--- src/rtl/pic_bus_pkg.sv ---
// Shared definitions for the 8259A bus initiator.
//   - bus_state_e : single-transaction timing FSM encoding
//   - ICW1 bit positions used by the initialization sequencer
//   - legal timing-parameter range and counter width
package pic_bus_pkg;

    typedef enum logic [1:0] {
        StIdle,
        StSetup,
        StStrobe,
        StRecover
    } bus_state_e;

    // ICW1 bit positions
    localparam int unsigned IC4     = 0;
    localparam int unsigned SNGL    = 1;
    localparam int unsigned ICW1_ID = 4;

    // Legal range of every timing parameter
    localparam int unsigned MinCycles = 1;
    localparam int unsigned MaxCycles = 15;
    localparam int unsigned CntW      = $clog2(16);

    // Phase counters count down from cycles-1 to zero.
    function automatic logic [CntW-1:0] load_cnt(input int unsigned cycles);
        return CntW'(cycles - 1);
    endfunction

endpackage

--- src/rtl/pic_bus_cycle_gen.sv ---
// Single-transaction bus timing generator: IDLE -> SETUP -> STROBE -> RECOVER -> IDLE.
// Ports:
//   clock, reset_n          : clock, asynchronous active-low reset
//   start                   : begin a transaction (honoured in IDLE only)
//   write, a0, wdata        : transaction attributes, latched on start
//   idle                    : FSM is in IDLE
//   last_recover            : final RECOVER cycle of the current transaction
//   chip_select_n, read_enable_n, write_enable_n, address : bus control
//   data_bus_out, data_bus_oe, data_bus_in                : data bus
//   rsp_valid, rsp_data     : read data pulse / held read data
module pic_bus_cycle_gen
    import pic_bus_pkg::*;
#(
    parameter int unsigned SETUP_CYCLES    = 1,
    parameter int unsigned STROBE_CYCLES   = 1,
    parameter int unsigned RECOVERY_CYCLES = 1
) (
    input  logic       clock,
    input  logic       reset_n,
    input  logic       start,
    input  logic       write,
    input  logic       a0,
    input  logic [7:0] wdata,
    output logic       idle,
    output logic       last_recover,
    output logic       chip_select_n,
    output logic       read_enable_n,
    output logic       write_enable_n,
    output logic       address,
    output logic [7:0] data_bus_out,
    output logic       data_bus_oe,
    input  logic [7:0] data_bus_in,
    output logic       rsp_valid,
    output logic [7:0] rsp_data
);

    bus_state_e      state_q, state_d;
    logic [CntW-1:0] cnt_q, cnt_d;
    logic            cnt_zero;
    logic            write_q, a0_q;
    logic [7:0]      data_q;
    logic            rsp_valid_q;
    logic [7:0]      rsp_data_q;
    logic            capture;

    assign cnt_zero = (cnt_q == '0);
    assign capture  = (state_q == StStrobe) && cnt_zero && !write_q;

    // State register
    always_ff @(posedge clock or negedge reset_n) begin
        if (!reset_n) begin
            state_q <= StIdle;
            cnt_q   <= '0;
        end else begin
            state_q <= state_d;
            cnt_q   <= cnt_d;
        end
    end

    // Next state
    always_comb begin
        state_d = state_q;
        cnt_d   = cnt_q;
        case (state_q)
            StIdle: begin
                if (start) begin
                    state_d = StSetup;
                    cnt_d   = load_cnt(SETUP_CYCLES);
                end
            end
            StSetup: begin
                if (cnt_zero) begin
                    state_d = StStrobe;
                    cnt_d   = load_cnt(STROBE_CYCLES);
                end else begin
                    cnt_d = cnt_q - CntW'(1);
                end
            end
            StStrobe: begin
                if (cnt_zero) begin
                    state_d = StRecover;
                    cnt_d   = load_cnt(RECOVERY_CYCLES);
                end else begin
                    cnt_d = cnt_q - CntW'(1);
                end
            end
            StRecover: begin
                if (cnt_zero) begin
                    state_d = StIdle;
                    cnt_d   = '0;
                end else begin
                    cnt_d = cnt_q - CntW'(1);
                end
            end
            default: begin
                state_d = StIdle;
                cnt_d   = '0;
            end
        endcase
    end

    // Bus outputs, decoded from registered state only
    always_comb begin
        chip_select_n  = 1'b1;
        read_enable_n  = 1'b1;
        write_enable_n = 1'b1;
        data_bus_oe    = 1'b0;
        case (state_q)
            StSetup: begin
                chip_select_n = 1'b0;
                data_bus_oe   = write_q;
            end
            StStrobe: begin
                chip_select_n  = 1'b0;
                write_enable_n = !write_q;
                read_enable_n  = write_q;
                data_bus_oe    = write_q;
            end
            // Hold write data for the first recovery cycle only
            StRecover: data_bus_oe = write_q && (cnt_q == load_cnt(RECOVERY_CYCLES));
            default: ;
        endcase
    end

    // Transaction attributes and read capture
    always_ff @(posedge clock or negedge reset_n) begin
        if (!reset_n) begin
            write_q     <= 1'b0;
            a0_q        <= 1'b0;
            data_q      <= '0;
            rsp_valid_q <= 1'b0;
            rsp_data_q  <= '0;
        end else begin
            if (state_q == StIdle && start) begin
                write_q <= write;
                a0_q    <= a0;
                if (write) begin
                    data_q <= wdata;
                end
            end
            rsp_valid_q <= capture;
            if (capture) begin
                rsp_data_q <= data_bus_in;
            end
        end
    end

    assign idle         = (state_q == StIdle);
    assign last_recover = (state_q == StRecover) && cnt_zero;
    assign address      = a0_q;
    assign data_bus_out = data_q;
    assign rsp_valid    = rsp_valid_q;
    assign rsp_data     = rsp_data_q;

`ifndef SYNTHESIS
    always_ff @(posedge clock) begin
        assert (SETUP_CYCLES >= MinCycles && SETUP_CYCLES <= MaxCycles &&
                STROBE_CYCLES >= MinCycles && STROBE_CYCLES <= MaxCycles &&
                RECOVERY_CYCLES >= MinCycles && RECOVERY_CYCLES <= MaxCycles)
            else $error("pic_bus_cycle_gen: timing parameter outside 1..15");
    end
`endif

endmodule

--- src/rtl/pic_bus_initiator.sv ---
// CPU-side 8259A bus master: single read/write requests plus an ICW1..ICW4 init sequencer.
// Ports:
//   clock, reset_n                    : clock, asynchronous active-low reset
//   req_valid/ready/write/a0/data     : single-transaction command port
//   rsp_valid, rsp_data               : read data pulse / held read data
//   init_start, icw1..icw4            : start ICW sequence with these words
//   init_busy, init_done, init_error  : sequence status
//   chip_select_n, read_enable_n, write_enable_n, address : bus control
//   data_bus_out, data_bus_oe, data_bus_in                : data bus
module pic_bus_initiator
    import pic_bus_pkg::*;
#(
    parameter int unsigned SETUP_CYCLES    = 1,
    parameter int unsigned STROBE_CYCLES   = 1,
    parameter int unsigned RECOVERY_CYCLES = 1
) (
    input  logic       clock,
    input  logic       reset_n,
    input  logic       req_valid,
    output logic       req_ready,
    input  logic       req_write,
    input  logic       req_a0,
    input  logic [7:0] req_data,
    output logic       rsp_valid,
    output logic [7:0] rsp_data,
    input  logic       init_start,
    input  logic [7:0] icw1,
    input  logic [7:0] icw2,
    input  logic [7:0] icw3,
    input  logic [7:0] icw4,
    output logic       init_busy,
    output logic       init_done,
    output logic       init_error,
    output logic       chip_select_n,
    output logic       read_enable_n,
    output logic       write_enable_n,
    output logic       address,
    output logic [7:0] data_bus_out,
    output logic       data_bus_oe,
    input  logic [7:0] data_bus_in
);

    logic       gen_idle, gen_last_recover, gen_start, gen_write, gen_a0;
    logic [7:0] gen_data;
    logic       init_busy_q, init_done_q, init_error_q;
    logic [7:0] icw1_q, icw2_q, icw3_q, icw4_q;
    // One bit per ICW still to be written, bit 0 = ICW1
    logic [3:0] pend_q, pend_d;
    logic       init_accept, init_issue, req_accept;
    logic       issue_a0;
    logic [7:0] issue_word;

    // init_start wins over a request in the same IDLE cycle
    assign init_accept = gen_idle && !init_busy_q && init_start;
    assign req_ready   = gen_idle && !init_busy_q && !init_start;
    assign req_accept  = req_valid && req_ready;
    assign init_issue  = init_busy_q && gen_idle && (pend_q != '0);

    // Lowest pending ICW goes next; only ICW1 uses A0=0
    always_comb begin
        issue_a0   = 1'b1;
        issue_word = icw4_q;
        if (pend_q[0]) begin
            issue_a0   = 1'b0;
            issue_word = icw1_q;
        end else if (pend_q[1]) begin
            issue_word = icw2_q;
        end else if (pend_q[2]) begin
            issue_word = icw3_q;
        end
    end

    always_comb begin
        pend_d = pend_q;
        if (init_accept) begin
            pend_d = icw1[ICW1_ID] ? {icw1[IC4], !icw1[SNGL], 2'b11} : 4'b0000;
        end else if (init_issue) begin
            pend_d = pend_q & (pend_q - 4'd1);  // clear lowest set bit
        end
    end

    assign gen_start = init_issue || req_accept;
    assign gen_write = init_issue ? 1'b1 : req_write;
    assign gen_a0    = init_issue ? issue_a0 : req_a0;
    assign gen_data  = init_issue ? issue_word : req_data;

    always_ff @(posedge clock or negedge reset_n) begin
        if (!reset_n) begin
            init_busy_q  <= 1'b0;
            init_done_q  <= 1'b0;
            init_error_q <= 1'b0;
            pend_q       <= '0;
            icw1_q       <= '0;
            icw2_q       <= '0;
            icw3_q       <= '0;
            icw4_q       <= '0;
        end else begin
            init_done_q  <= 1'b0;
            init_error_q <= 1'b0;
            pend_q       <= pend_d;
            if (init_accept) begin
                icw1_q <= icw1;
                icw2_q <= icw2;
                icw3_q <= icw3;
                icw4_q <= icw4;
                if (icw1[ICW1_ID]) begin
                    init_busy_q <= 1'b1;
                end else begin
                    init_error_q <= 1'b1;
                end
            end else if (init_busy_q && gen_last_recover && pend_q == '0) begin
                init_busy_q <= 1'b0;
                init_done_q <= 1'b1;
            end
        end
    end

    assign init_busy  = init_busy_q;
    assign init_done  = init_done_q;
    assign init_error = init_error_q;

    pic_bus_cycle_gen #(
        .SETUP_CYCLES   (SETUP_CYCLES),
        .STROBE_CYCLES  (STROBE_CYCLES),
        .RECOVERY_CYCLES(RECOVERY_CYCLES)
    ) u_cycle_gen (
        .clock         (clock),
        .reset_n       (reset_n),
        .start         (gen_start),
        .write         (gen_write),
        .a0            (gen_a0),
        .wdata         (gen_data),
        .idle          (gen_idle),
        .last_recover  (gen_last_recover),
        .chip_select_n (chip_select_n),
        .read_enable_n (read_enable_n),
        .write_enable_n(write_enable_n),
        .address       (address),
        .data_bus_out  (data_bus_out),
        .data_bus_oe   (data_bus_oe),
        .data_bus_in   (data_bus_in),
        .rsp_valid     (rsp_valid),
        .rsp_data      (rsp_data)
    );

endmodule

--- config.mk ---
export PLATFORM = sky130hd
export DESIGN_NAME = pic_bus_initiator
export DESIGN_NICKNAME = d
export VERILOG_FILES = /design/src/rtl/pic_bus_pkg.sv /design/src/rtl/pic_bus_cycle_gen.sv /design/src/rtl/pic_bus_initiator.sv
export SDC_FILE = /design/constraint.sdc
export NUM_CORES = 1
export LEC_CHECK = 0
export CORE_MARGIN = 4
export CORE_UTILIZATION = 48
export DETAILED_ROUTE_END_ITERATION = 7
export PLACE_DENSITY = 0.8
export SYNTH_ARGS = -nofsm -noshare
export SYNTH_HDL_FRONTEND = slang
export SYNTH_SLANG_ARGS = --single-unit
--- constraint.sdc ---
create_clock -name clock -period 2.4 [get_ports clock]
set_input_delay 0.36 -clock clock [delete_from_list [all_inputs] [get_ports clock]]
set_output_delay 0.36 -clock clock [all_outputs]
set_load 0.01 [all_outputs]
==> impl_results.md <==
- Run status: finished clean
- R2R Path End: u_cycle_gen.cnt_q[2]$_DFFE_PN0P_
- # diodes: 0
- Final ANT Viol Nets: 0
- Initial drt markers: 153
- Net Sw Power: 1.78 mW
- Die outline height: 86.3 um
- Share of power burned in the clock network: 0.166
- WP data required: 2.04 ns
- Total negative setup slack: 0 ns
- Peak supply drop: 0.778 mV
- Detail Placement HPWL: 5.06 mm
- Initial Util: 0.497
- Setup Viol. Count Final: 0
- Max Slew Vio Count: 0
- Worst-margin pin slew: 0.442 ns
- Vias in the first global route: 2,494
- Gate power share: 0.456
- Power Density: 1220 mW/mm^2
- EDFF count, synth: 0
- CTS Buf Count: 9
- Crit end category: primary output
- First-pass GRT wire length: 12.0 mm
- DR WL/cell: 14.9 um
- Worst path depth: 4
- Via density per instance: 5.09
- Worst-path cell chain: inv_1 > ha_1 > inv_1 > clkdlybuf4s50_1
- Worst path buffer plus inverter count: 3
- Global route overflow: 0
- DR vias: 2,408
- I/O pins: 80
- Drt first pass iters: 4
- Top_reg_cell synth: dfrtp_1
- Min cycle time layout: 2.11 ns
- # DRC: 0
- Pleak: 1.91 nW
- Setup CP Type: reg2out
- Clock root buffer: clkbuf_8
- Area growth syn-to-layout: 36.3%
- Cell count after synthesis: 312
- Yosys reg bits: 64
- I/O Buffers: 79
- Count of cell types in the netlist: 31
- Synth area leader: dfrtp_1
- Maxcap violations: 0
- RD Place Congestion: 0.820
- Largest stage delay, worst path: 0.54 ns
- Layout cells sized above 1: 0.116
- Tcrit/Tclk final: 0.881
- Top-count cell post-synth: nand2_1
- Final hold violation count: 0
- Die Area: 0.00745 mm^2
- Internal Pwr Total: 3.11 mW
- Async SR Flop Fraction: 1.00
- CTS tree: yes
- CP arrival: 1.75 ns
- R2R Path Start: u_cycle_gen.cnt_q[0]$_DFFE_PN0P_
- Flop pwr share: 0.378
- Maximum clock rate: 473 MHz
- Share of the synthesized area in the top cell type: 0.544
- H-tree levels: 3
- Row count: 28
- Slew HR: 0.705
- Die width: 86.3 um
- Most Frequent Cell on Critical Path: inv_1
- Syn_area_per_cell: 9.43 um^2
- Core Region: 0.00592 mm^2
- Antenna violations before repair: 0
- Total chip power: 4.89 mW
- R2R setup slack: 0.50 ns
- Syn_nets: 373
- Clock Sinks: 64
- All-layer global routing usage: 0.206
- Sw Ratio: 0.365
- Synth cell count leaders: nand2_1, dfrtp_1, o21ai_0
- Largest net degree at the start of global routing: 65
- CP max-delay cell: clkdlybuf4s50_1
- YS warnings: 0
- Hold crit path type: in2async
- Nets: 455
- RSZ-0062 raised after global routing: false
- Register area share after synthesis: 0.544
- Crit-path leading delay family: buffers and inverters
- Post-CTS Hold Fix Bufs: 0
- Area contributors post-synth: dfrtp_1, nand2_1, mux2_2
- Later-pin clock latency in the skew report: 0.34 ns
- Cells on worst reg2reg path: 6
- WL final: 7.03 mm
- Clock-pin slew on the worst setup and hold paths: 0.07 ns
- Setup Skew: 0.00762 ns
- Clock Tree Buf Depth: 2
- Post-Syn Area: 0.00294 mm^2
- Largest fanout on the critical path: 4
- Worst setup SP type: flip-flop
[repair_timing]
item	4_1_cts	5_1_grt
hold endpoints to repair	0	0
setup endpoints to repair	0	2
buffers inserted	0	0
gates resized for setup	0	2
[layout by cell type (no fill, tap or decap), types with 3 or more instances in the layout]
cell / Yosys / final
nand2_1: 107 / 107
clkdlybuf4s50_1: 0 / 76
dfrtp_1: 64 / 64
o21ai_0: 22 / 22
inv_1: 18 / 18
a21oi_1: 17 / 17
mux2_2: 17 / 17
clkbuf_8: 0 / 11
a32oi_1: 8 / 8
ha_1: 7 / 7
buf_4: 0 / 7
nor2_1: 6 / 6
nand3_1: 5 / 5
nor3_1: 3 / 3
nor4_1: 3 / 3
[flip-flops by register name (all words and copies together), names as in the netlist]
register and count:
u_cycle_gen.write_q 1, init_done 1, icw4_q 8, u_cycle_gen.address 1, u_cycle_gen.state_q 2, icw3_q 8, u_cycle_gen.data_bus_out 8, u_cycle_gen.rsp_valid 1
u_cycle_gen.cnt_q 4, icw1_q 8, pend_q 4, u_cycle_gen.rsp_data 8, init_error 1, icw2_q 8, init_busy 1
[routing by layer]
metal | track usage | vias up | part of all wire
met5 | 0 | - | 0
met2 | 0.330 | 57 | 0.50
met3 | 0.0333 | 16 | 0.035
met1 | 0.278 | 1132 | 0.44
met4 | 0.0935 | 0 | 0.026
li1 | - | 1203 | -
[through the flow]
step | instances | worst slack [ns] | instance area, um^2 | hold slack, ns | utilization
floorplan | 312 | 0.702 | 2940 | 0.0644 | -
global placement | 458 | 0.485 | 3830 | 0.399 | 0.647
detailed placement | 458 | 0.378 | 3830 | 0.398 | 0.647
CTS | 473 | 0.00614 | 4000 | 0.0395 | 0.676
global route | 473 | 0.200 | 4010 | 0.0505 | 0.677
finish | 473 | 0.286 | 4010 | 0.0277 | 0.677
[power by group through the flow]
| stage | clock network [mW] | registers [mW] | logic [mW] |
|---|---|---|---|
| final | 0.814 | 1.85 | 2.23 |
| after global routing | 0.877 | 1.91 | 2.51 |
| after CTS | 0.823 | 1.85 | 2.27 |
| after detailed placement | 0 | 1.86 | 2.26 |
| after global placement | 0 | 1.84 | 2.17 |
| after floorplan | 0 | 1.87 | 1.29 |
[area by class of cell]
| type | instances | area, um^2 |
|---|---|---|
| timing repair buffer | 87 | 863 |
| inverter | 18 | 67.6 |
| tap | 75 | 93.8 |
| multi-input combinational | 214 | 1210 |
| fill | 505 | 1910 |
| clock inverter | 3 | 17.5 |
| sequential | 64 | 1600 |
| clock buffer | 12 | 155 |
[worst reg2reg max path: cells and delay by family, from the launching register on]
kind                     cells  cell delay (ns)
AO/OA/AOI/OAI                1             0.19
adder cells (fa/ha/maj)      1             0.20
buffers and inverters        2             0.25
flip-flops                   1             0.41
AND/OR/NAND/NOR              2             0.76
[worst max path at each step]
stage	from	to	slack [ns]
5_1_grt	u_cycle_gen.state_q[0]$_DFFE_PN0P_	chip_select_n	0.20
2_1_floorplan	u_cycle_gen.cnt_q[0]$_DFFE_PN0P_	u_cycle_gen.rsp_data[0]$_DFFE_PN0P_	0.70
4_1_cts	u_cycle_gen.cnt_q[0]$_DFFE_PN0P_	data_bus_oe	0.006
6_report	u_cycle_gen.state_q[0]$_DFFE_PN0P_	chip_select_n	0.29
3_5_place_dp	u_cycle_gen.cnt_q[0]$_DFFE_PN0P_	data_bus_oe	0.38
3_3_place_gp	u_cycle_gen.cnt_q[0]$_DFFE_PN0P_	data_bus_oe	0.49
[cells by family (layout without fill, tap and decap cells)]
kind of cell    count (synthesis)  in the layout  share of synthesized area
buf+inv                        34            120                     0.0442
flops                          64             64                      0.544
compound gates                 55             55                      0.118
mux                            19             19                     0.0719
fa+ha+maj                       7              7                     0.0298
simple gates                  133            133                      0.191
Power figures use the tool's default switching activity.
